$ cat src/rtl/pipeline_pkg.sv
// Definitions shared by the fetch/decode pipeline stages: the IF/ID state
// encoding, the bubble opcode, the immediate-marker bit and the register
// bundle that the IF/ID buffer presents to decode.
package pipeline_pkg;

  // Opcode injected wherever decode must see "no instruction". Fetch's clear
  // mux uses the same value, so both stages agree on what a bubble is.
  localparam logic [15:0] NOP_CODE = 16'h4000;

  // Bit of an instruction word that says "the next fetched word is my immediate".
  localparam int unsigned IMM_BIT = 0;

  // Width of the PC+1 path; the if_id_t bundle is sized by this constant.
  localparam int unsigned PC_W = 32;

  typedef enum logic {
    S_INSTR = 1'b0,
    S_IMM   = 1'b1
  } if_id_state_e;

  typedef struct packed {
    logic [15:0]     instr;
    logic [15:0]     imm;
    logic [PC_W-1:0] pc_plus_one;
    logic            valid;
    logic            has_imm;
  } if_id_t;

  // Register contents for a bubble: no instruction, no immediate, no PC.
  function automatic if_id_t make_bubble(input logic [15:0] nop);
    if_id_t b;
    b.instr       = nop;
    b.imm         = '0;
    b.pc_plus_one = '0;
    b.valid       = 1'b0;
    b.has_imm     = 1'b0;
    return b;
  endfunction

endpackage

$ cat src/rtl/if_id_buffer.sv
// IF/ID pipeline register. Captures each fetched word with its PC+1 and
// presents a registered instruction/PC pair to decode. A word whose IMM_BIT
// is set is parked until the following fetched word arrives; that word is
// then attached as the instruction's 16-bit immediate.
//
// state   | meaning
// --------+-----------------------------------------------------------
// S_INSTR | next valid fetched word is an instruction
// S_IMM   | first word parked in pending_instr, next valid word is its immediate
//
// Priority on each edge: flush, then stall, then the normal update.
// The output bundle type is sized by pipeline_pkg::PC_W; PC_W here must match it.
module if_id_buffer #(
  parameter int unsigned IMM_BIT  = pipeline_pkg::IMM_BIT,
  parameter logic [15:0] NOP_CODE = pipeline_pkg::NOP_CODE,
  parameter int unsigned PC_W     = pipeline_pkg::PC_W
) (
  input  logic            clk,
  input  logic            reset,
  input  logic            fetch_valid,
  input  logic [15:0]     instruction,
  input  logic [PC_W-1:0] pc_plus_one,
  input  logic            stall,
  input  logic            flush,
  output logic [15:0]     out_instruction,
  output logic [15:0]     out_immediate,
  output logic [PC_W-1:0] out_pc_plus_one,
  output logic            out_valid,
  output logic            out_has_imm,
  output logic            imm_pending
);

  import pipeline_pkg::if_id_state_e;
  import pipeline_pkg::S_INSTR;
  import pipeline_pkg::S_IMM;
  import pipeline_pkg::if_id_t;
  import pipeline_pkg::make_bubble;

  if_id_state_e state_q, state_d;
  logic [15:0]  pending_instr_q, pending_instr_d;
  if_id_t       out_q, out_d;

  // State, parked first word and output bundle; reset leaves a bubble in S_INSTR.
  always_ff @(posedge clk or negedge reset) begin
    if (!reset) begin
      state_q         <= S_INSTR;
      pending_instr_q <= '0;
      out_q           <= make_bubble(NOP_CODE);
    end else begin
      state_q         <= state_d;
      pending_instr_q <= pending_instr_d;
      out_q           <= out_d;
    end
  end

  // Next state, parked word and output bundle; everything holds by default.
  always_comb begin
    state_d         = state_q;
    pending_instr_d = pending_instr_q;
    out_d           = out_q;

    if (flush) begin
      state_d         = S_INSTR;
      pending_instr_d = '0;
      out_d           = make_bubble(NOP_CODE);
    end else if (!stall) begin
      unique case (state_q)
        S_INSTR: begin
          if (!fetch_valid) begin
            out_d = make_bubble(NOP_CODE);
          end else if (instruction[IMM_BIT]) begin
            // Park the first word; decode sees a bubble until the immediate arrives.
            pending_instr_d = instruction;
            out_d           = make_bubble(NOP_CODE);
            state_d         = S_IMM;
          end else begin
            out_d.instr       = instruction;
            out_d.imm         = '0;
            out_d.pc_plus_one = pc_plus_one;
            out_d.valid       = 1'b1;
            out_d.has_imm     = 1'b0;
          end
        end
        S_IMM: begin
          if (!fetch_valid) begin
            out_d = make_bubble(NOP_CODE);
          end else begin
            // The immediate word is raw data; its IMM_BIT is never looked at.
            // Its PC+1 is the sequential PC after both words.
            out_d.instr       = pending_instr_q;
            out_d.imm         = instruction;
            out_d.pc_plus_one = pc_plus_one;
            out_d.valid       = 1'b1;
            out_d.has_imm     = 1'b1;
            pending_instr_d   = '0;
            state_d           = S_INSTR;
          end
        end
        default: begin
          state_d         = S_INSTR;
          pending_instr_d = '0;
          out_d           = make_bubble(NOP_CODE);
        end
      endcase
    end
  end

  assign out_instruction = out_q.instr;
  assign out_immediate   = out_q.imm;
  assign out_pc_plus_one = out_q.pc_plus_one;
  assign out_valid       = out_q.valid;
  assign out_has_imm     = out_q.has_imm;
  assign imm_pending     = (state_q == S_IMM);

endmodule

$ cat config.mk
export PLATFORM = sky130hd
export DESIGN_NAME = if_id_buffer
export DESIGN_NICKNAME = d
export VERILOG_FILES = /design/src/rtl/pipeline_pkg.sv /design/src/rtl/if_id_buffer.sv
export SDC_FILE = /design/constraint.sdc
export NUM_CORES = 1
export LEC_CHECK = 0
export CORE_ASPECT_RATIO = 1.1
export CORE_UTILIZATION = 44
export CTS_CLUSTER_DIAMETER = 120
export DETAILED_ROUTE_END_ITERATION = 8
export GPL_TIMING_DRIVEN = 0
export PLACE_DENSITY = 0.8
export SYNTH_ARGS = -nofsm -noshare
export SYNTH_HDL_FRONTEND = slang
export SYNTH_SLANG_ARGS = --single-unit
$ cat constraint.sdc
create_clock -name clk -period 1.9 [get_ports clk]
set_input_delay 0.38 -clock clk [delete_from_list [all_inputs] [get_ports clk]]
set_output_delay 0.38 -clock clk [all_outputs]
set_load 0.05 [all_outputs]
After elaboration in Yosys (flattened, before gate mapping). Cells that the tools add are included.

Flip-flop bits (word level): 83. Input port bits: 53.

Eq/ne operators: 4. Mux-type cells: 18. Bitwise gates (word level): 1. Reductions and logical operators: 1.

Operators by type and width (number): 2-to-1 mux 66 bit (5); case mux 66 bit (2 select lines) (1); 2-to-1 mux 16 bit (5); case mux 16 bit (2 select lines) (1); != test 3 bit (second input constant) (3); 2-to-1 mux 1 bit (5); AND reduction 4 bit (1); != test 2 x 1 -> 1 bit (second input constant) (1); case mux 1 bit (2 select lines) (1); NOT 1 bit (1).

Logic depth before layout (Yosys ltp).
Depth in word-level cells: 5. Depth in mapped cells: 6.

Least setup slack after synthesis. No wires, ideal clock.

Kind: register -> register. Start point: register state_q, in the netlist imm_pending. End point: register out_q (netlist bit out_instruction[10]). Setup time: 0.118 ns. Data arrival time: 1.527 ns. Data required time: 1.782 ns. Path slack: 0.255 ns. Stages on the path, launching flop included: 7. Buffers on the path: 3. Period minus slack after synthesis: 1.645 ns. Cell sequence: dfrtp_1 -> buf_6 -> nor4bb_4 -> buf_6 -> buf_8 -> a22o_1 -> a21o_1.

Cells in the longest elaborated chain, start to end: 4.

RTL lines: start: declaration (line if_id_buffer.sv:39) `if_id_state_e state_q, state_d;`; start signal: assignment (line if_id_buffer.sv:50) `state_q <= state_d;`; NOT 1 bit; case mux 66 bit (2 select lines) (*) (line if_id_buffer.sv:67) `unique case (state_q)`; 2-to-1 mux 66 bit (*) (line if_id_buffer.sv:66) `end else if (!stall) begin`; 2-to-1 mux 66 bit (*) (line if_id_buffer.sv:62) `if (flush) begin`; end signal: assignment (line if_id_buffer.sv:48) `out_q <= make_bubble(NOP_CODE);`; end signal: assignment (line if_id_buffer.sv:52) `out_q <= out_d;`; end: declaration (line if_id_buffer.sv:41) `if_id_t out_q, out_d;`.

Every way passes the cells marked *; elsewhere a longest branch is shown, timed or not. The select of a mux whose other input is x is not followed. A chain may end at the register's enable or synchronous reset.

Worst setup path in the final report.
Start point: register out_q (netlist bit out_immediate[15]). End point: output out_immediate[15].

RTL lines: end: declaration (line if_id_buffer.sv:26) `output logic [15:0] out_immediate,`.

No word-level cell between the ends.

==> results by group <==
CTS
  – Register clock-pin slew on the reported worst setup and hold paths: 0.08 ns
  – Number of buffers created by CTS: 9
  – Worst skew pair latency: approximately 0.33 ns
  – Clk sink count: 83
  – TritonCTS clock tree: built
  – Cell chosen for the clock root: clkbuf_8
  – Level count of the clock H-tree: 3
  – Worst-case clock buffer depth: 2

Finish
  – Area growth from synthesis to final layout: 49.53%
  – Final net count: 396
  – # fillers: 522
  – Final core utilization: 68.50%
  – Layout cells sized above 1: 13.54%
  – Final std cell area, no fill: 0.004827 mm²
  – Diodes inserted: 0

Drt
  – Wire length per cell: between 15 and 20 µm
  – Number of DRC markers in iteration 0: 102
  – Via total after detailed routing: 2,372
  – Wirelength, routed: 7728 µm
  – Router iterations before antenna repair: 4
  – Post-DR vias/cell: between 5 and 6
  – Residual DRC count: 0
  – Final ANT Viol Nets: 0

Yosys
  – Main synth FF type: dfrtp_1
  – Leading cell types by total area after synthesis: dfrtp_1 64%, a22o_1 21%, a21o_1 2.8%
  – Post-Syn Area: 0.003228 mm²
  – Cells after synthesis: 212
  – Largest area contributor in the synthesized netlist: dfrtp_1
  – Post-synthesis cell type count: 24
  – Avg Cell Area, Syn: approximately 15 µm²
  – Syn_nets: around 270
  – Number of enable-type register cells in the synthesized netlist: 0
  – Number of synthesis warnings: 0
  – Synth top area share: 63.57%
  – Proportion of synthesized chip area in sequential cells: 64.38%
  – Post-synth top cells: 82 x dfrtp_1, 77 x a22o_1, 12 x a21o_1
  – Proportion of synthesized flip-flops having asynchronous set or reset: between 90% and 100%
  – Cell with the most instances after synthesis: dfrtp_1
  – #FFs+latches synth: 83

Floorplan
  – Core Region: roughly 0.0070 mm²
  – Width of the die: roughly 84 µm
  – Floorplan row count: 32
  – Initial standard-cell utilization of the core: 45.81%
  – Vertical extent of the die: a little over 90 µm
  – Die ar.: 0.007683 mm²
  – Total I/O pin count: 120

Global route
  – Global router's overall resource usage: 21.24%
  – Initial antenna violation count: 0
  – Wire length of the first global-routing pass: between 10,000 and 15,000 µm
  – Global-route congestion overflow total: 0
  – Maximum number of pins on one net before global-route repair: 58
  – Number of global-route vias before repair: 2,495

Place
  – Area after DPL: 0.004541 mm²
  – Detailed Place HPWL: 5231 µm
  – Number of port buffers: 118
  – Routability cong.: 0.7832

Setup path
  – Top fanout value on the critical path: 2
  – Startpoint-to-endpoint class of the critical path: flop to primary output
  – Category of cells accounting for the largest share of critical-path delay: buffers and inverters
  – FF-to-FF End: pending_instr_q[10]
  – Register-to-register setup slack: 0.39 ns
  – Startpoint type of the worst setup path: flop
  – Kind of end point of the critical path: primary output
  – Data arrival time at the worst-slack endpoint: 1.48 ns
  – Cell type of the slowest stage on the worst timing path: clkdlybuf4s50_1
  – Worst endpoint required time: 1.52 ns
  – Largest incremental delay on the critical path: 0.80 ns
  – Reg-to-reg startpoint: imm_pending
  – List of cells traversed by the critical path: clkdlybuf4s50_1
  – WP buf/inv: 1
  – Number of logic stages on the critical path including buffering: 1
  – Register-to-Register Path Depth: 5

Worst hold path
  – Worst Hold End: imm_pending
  – Worst hold path cell count: 2
  – Min-delay worst type: input port to flop
  – Worst Min Path Start: flush

Timing
  – Share of the clock period used by the worst path after layout: 98.12%
  – Final period demand of the worst path: 1.864 ns
  – Relative slew slack: between 60% and 70%
  – Worst clock skew on the final layout: 0.006699 ns
  – RSZ-0062 raised after global routing: false
  – Fmax: 0.5364 GHz
  – Final-report hold violation count: 0
  – Count of endpoints failing setup in the final report: 0
  – Actual slew at the worst max-slew pin: 0.5382 ns
  – Pins Over Slew Limit: 0

Job
  – Max_cap viols: 0

Power
  – Worst voltage drop across the vdd grid: 0.4008 mV
  – Cell area power density: between 700 and 800 mW/mm²
  – Leakage: ~3.2 nW

Run status
  – Run status: finished clean
[cells in the final DEF, fill, tap and decap left out, types with 6 or more instances in the layout]
master	synthesis	final
a21o_1	12	12
a22o_1	77	77
buf_2	8	8
buf_6	6	6
clkbuf_8	0	10
clkdlybuf4s50_1	0	53
dfrtp_1	82	82
dlygate4sd2_1	0	14
dlymetal6s2s_1	0	50
[worst max-delay path by stage]
stage	slack (ns)	endpoint	from
2_1_floorplan	0.26	out_instruction[10]	imm_pending
3_3_place_gp	-2.40	out_immediate[9]	reset
3_5_place_dp	-0.09	out_pc_plus_one[30]	stall
4_1_cts	0.001	out_immediate[9]	out_immediate[9]
5_1_grt	0.002	out_pc_plus_one[12]	out_pc_plus_one[12]
6_report	0.04	out_immediate[15]	out_immediate[15]
[logic make-up after synthesis]
kind of cell	share of synthesized area, %
compound gates	24.77
flops	64.38
buf+inv	4.496
simple gates	4.341
mux	2.015
[routing by layer]
layer  track usage (%)  share of wire, %
met1             29.87                46
met2             33.67                49
met3             3.690               4.8
met4             6.921              0.76
met5                 0                 0
[area by class of cell]
cell class / instances / area (µm²) / area share (%)
Sequential cell: 83 / 2078 / 43.05
Timing Repair Buffer: 120 / 1324 / 27.42
Multi-Input combinational cell: 111 / 1005 / 20.81
Buffer: 18 / 145.1 / 3.007
Clock buffer: 11 / 141.4 / 2.929
Tap cell: 85 / 106.4 / 2.203
Clock inverter: 4 / 27.53 / 0.5702
[metrics by stage]
| step | worst slack (ns) | std cells | power (mW) | TNS, ns | hold slack [ns] |
|---|---|---|---|---|---|
| floorplan | 0.2551 | 212 | 2.095 | 0 | 0.08441 |
| global placement | -2.403 | 415 | 2.340 | -200.07 | 0.4617 |
| global route | 0.001724 | 432 | 3.555 | 0 | 0.2756 |
| detailed placement | -0.08784 | 416 | 2.353 | -3.619 | 0.3171 |
| finish | 0.03571 | 432 | 3.410 | 0 | 0.2813 |
| CTS | 0.001082 | 432 | 3.445 | 0 | 0.2675 |
[timing repair]
| item | in CTS | in global routing |
|---|---|---|
| pin swaps | 0 | 0 |
| gates resized for setup | 14 | 50 |
| hold endpoints to repair | 26 | 0 |
| hold buffers | 1 | 0 |
| setup endpoints to repair | 14 | 50 |
| cloned | 0 | 0 |
| buffers inserted | 0 | 0 |
[flip-flops by register name (all words and copies together), names as in the netlist]
signal,cells
imm_pending,1
out_has_imm,1
out_immediate,16
out_instruction,16
out_pc_plus_one,32
out_valid,1
pending_instr_q,16
[power breakdown]
part / total [mW] / internal (mW) / switching, mW
combinational: 0.479 / 0.211 / 0.268
sequential: 1.83 / 1.81 / 0.0224
clock: 1.10 / 0.502 / 0.599
total: 3.41 / 2.52 / 0.889
Note: power is estimated with default switching activity, not from simulation.
==> edit 1, RTL diff (same flow settings) <==
`PC_W`: 32 -> 36.
--- a/src/rtl/pipeline_pkg.sv
+++ b/src/rtl/pipeline_pkg.sv
@@ -13,3 +13,3 @@
   // Width of the PC+1 path; the if_id_t bundle is sized by this constant.
-  localparam int unsigned PC_W = 32;
+  localparam int unsigned PC_W = 36;
 
Ports: changed (resized out_pc_plus_one and pc_plus_one); port bits go from 120 to 128. The function was not compared with the original's and may differ.
==> edit 1 against the original RTL <==
Die area is 5.0% higher. Sequential cell count is 4 higher. Wire length up 11%. Power up 21%. Worst setup slack lost 0.0042 ns. Cell area grew 5.5%. Clock power up 55%. Non-clock buffer count grew 9. Area after synthesis is 5.1% higher. Critical endpoint is now out_valid.
==> edit 1: results (changes against the original RTL) <==
metric	value	unit	change
fillers	577		was 522
synth_area_leaders	dfrtp_1 63%, a22o_1 21%, buf_6 3.0%, a21o_1 2.7%, mux2_2 1.3%		was dfrtp_1 64%, a22o_1 21%, a21o_1 2.8%, buf_6 2.1%, mux2_2 1.4%
final-clk-cell-share	0.05232		was 0.03499
max_slew_margin	0.6458		was 0.6426
drive_gt1_frac	0.1346		was 0.1354
critical-path-top-delay-family	buffers and inverters		unchanged
wl_met3	437	µm	was 373 µm
place_congestion	0.7828		was 0.7832
gr-usage-met1	0.2926		was 0.2987
via_per_inst	5.330		was 5.491
synth_common_cells	86 x dfrtp_1, 81 x a22o_1, 12 x a21o_1, 9 x buf_6, 5 x buf_2		was 82 x dfrtp_1, 77 x a22o_1, 12 x a21o_1, 8 x buf_2, 6 x buf_6
wl_met2	4243	µm	was 3757 µm
clock_buffer_count	10		was 11
netSwitchingFraction	0.2362		was 0.2608
crit_path_end	out_valid		was out_immediate[15]
largest_register_ffs	36		was 32
drt-met1-wl	3736	µm	was 3538 µm
pg_clk	1700	µW	was 1100 µW
multi_input_area_share	0.2054		was 0.2081
vdd_drop_max	0.0004628	V	was 0.0004008 V
drt-total-wl	8575	µm	was 7728 µm
grt_pass1_vias	2644		was 2,495
power_frac_comb	0.123		was 0.140
ys_ff_latch	87		was 83
r2r_end	out_instruction[9]		was pending_instr_q[10]
setup_viol	0		unchanged
finalPower	4130	µW	was 3410 µW
finClkSkew	0.008399	ns	was 0.006699 ns
grt_pass1_wl	13530	µm	was 12,780 µm
met2_usage	0.3493		was 0.3367
cts-resized-gates	45		was 14
syn_nets	278		was 265
dpl.hpwl	5720	µm	was 5231 µm
nonClkBufAreaFrac	0.2889		was 0.3043
seq_share	0.4277		was 0.4305
drt-initial-drc-count	143		was 102
crit_start	out_valid		was out_immediate[15]
cellLeakagePower	0.003054	µW	was 0.003199 µW
status	finished clean		unchanged
met3_usage	0.03866		was 0.03690
n_all_buffers	147		was 138
io_buffer_count	126		was 118
ff2ff_path_depth	6		was 5
fin_nets	417		was 396
fin_hold_ws	0.2875	ns	was 0.2813 ns
grt.total_usage	0.2181		was 0.2124
multi_input_cells	115		was 111
## edit 1: changes by cell type after synthesis
cell      delta
a22o_1       +4
buf_6        +3
dfrtp_1      +4
nor3_4       +1
buf_2        -3
clkbuf_2     +1
nor3_2       -1
## edit 1: per-stage QoR
stage	setup TNS, ns	instance area (µm²)	std cells	worst slack, ns
after global routing	0	5094	469	0.006163
after floorplan	0	3393	221	0.2543
after detailed placement	-3.022	4811	453	-0.07985
after CTS	0	5031	469	0.00002220
final	0	5094	469	0.03149
after global placement	-223.46	4786	452	-2.548
## edit 1: logic make-up (layout without fill, tap and decap cells)
family / count (synthesis) / in the layout / share of synthesized area
AOI/OAI and AO/OA: 97 / 97 / 0.2459
DFF: 87 / 87 / 0.6420
buffers and inverters: 19 / 162 / 0.04978
and+or+nand+nor: 12 / 12 / 0.04314
muxes: 6 / 6 / 0.01917
==> edit 2, RTL diff (same flow settings) <==
Made on the original files. `pending_instr_q` no longer has a reset.
--- a/src/rtl/if_id_buffer.sv
+++ b/src/rtl/if_id_buffer.sv
@@ -46,3 +46,2 @@
       state_q         <= S_INSTR;
-      pending_instr_q <= '0;
       out_q           <= make_bubble(NOP_CODE);
@@ -50,5 +49,8 @@
       state_q         <= state_d;
-      pending_instr_q <= pending_instr_d;
       out_q           <= out_d;
     end
+  end
+
+  always_ff @(posedge clk) begin
+    pending_instr_q <= pending_instr_d;
   end
Function: no difference found for any inputs over 4 cycles, from zero or initial values and one cycle with reset low; that may be too few to reach the edited logic, so the function may still have changed.
==> edit 2 against the original RTL <==
The run now ends with DRC left. Register-to-register slack gained 0.02 ns. Area after synthesis grew 0.81%. Sequential power is essentially flat. Power grew 7.7%. Via count grew 14%. Critical endpoint is now out_instruction[14]. Combinational power shrank 3%. Synthesized cell count grew 18%. Cell area shrank 1.9%. Count of clock-buffer cells in the layout grew 1. Worst setup slack gained 0.030 ns. Critical path depth is the same. Sequential cell count is the same. Highest routed layer unchanged. Critical path type unchanged. Clock power grew 25%. Wire length grew 15%.
==> edit 2: results (changes against the original RTL) <==
metric	value	unit	change
status	finished, violations left		was finished clean
violations	DRC		
stdcell_count	470		was 432
synth_compound_area_frac	0.2611		was 0.2477
synth_common_cells	66 x dfrtp_1, 63 x a22o_1, 19 x a21oi_1, 16 x a21o_1, 16 x dfxtp_1		was 82 x dfrtp_1, 77 x a22o_1, 12 x a21o_1, 8 x buf_2, 6 x buf_6
drive_gt1_frac	0.1065		was 0.1354
drtPass1Iterations	6		was 4
async_reset_ff_frac	0.8072		was 1.000
min_path_type	in -> async		was in -> reg
r2r_end	pending_instr_q[6]		was pending_instr_q[10]
muxShareOfSynthArea	0		was 0.02016
grt_pass1_vias	2736		was 2,495
grt.total_usage	0.2451		was 0.2124
dpl.hpwl	6232	µm	was 5231 µm
setup_ws	0.06531	ns	was 0.03571 ns
ff2ff_path_depth	4		was 5
gr-usage-met1	0.3144		was 0.2987
crit_start	out_instruction[14]		was out_immediate[15]
worstPathArrival	1.45	ns	was 1.48 ns
crit_path_top_delay_cell	dlygate4sd2_1		was clkdlybuf4s50_1
drt-total-wl	8893	µm	was 7728 µm
grt_pass1_wl	14550	µm	was 12,780 µm
vdd_drop_max	0.0003750	V	was 0.0004008 V
dp_worst_setup_slack	-0.1007	ns	was -0.08784 ns
cts-resized-gates	53		was 14
place_congestion	0.8091		was 0.7832
via_per_inst	5.755		was 5.491
finClkSkew	0.005674	ns	was 0.006699 ns
synth.avg_cell_area	13.02	µm²	was 15.23 µm²
met2_usage	0.3962		was 0.3367
drc	34		was 0
yosysUniqueCellTypes	23		was 24
edit 2: kinds of logic after synthesis:
family / Yosys count
AOI/OAI and AO/OA: 114
buffers and inverters: 26
DFF: 83
and+or+nand+nor: 27
edit 2: where the power goes:
group,total [µW],internal (µW),switching [µW]
registers,1830,1800,23.7
clock network,1380,777,606
logic,465,187,278
total,3670,2770,907
edit 2: area by class of cell:
| class | count | area, µm² |
|---|---|---|
| clock buffers | 12 | 145.1 |
| flip-flops and latches | 83 | 1998 |
| multi-input cells | 141 | 1091 |
| plain buffers | 26 | 165.2 |
| well taps | 85 | 106.4 |
| clock inverters | 4 | 73.82 |
| repair buffers | 119 | 1157 |
| fillers | 552 | 2350 |
edit 2: worst reg2reg max path, stage by stage, from the launching register on:
cell and delay [ns]:
dfrtp_1 0.48, nor2_1 0.38, clkbuf_2 0.29, o21ai_0 0.11, a21oi_1 0.15
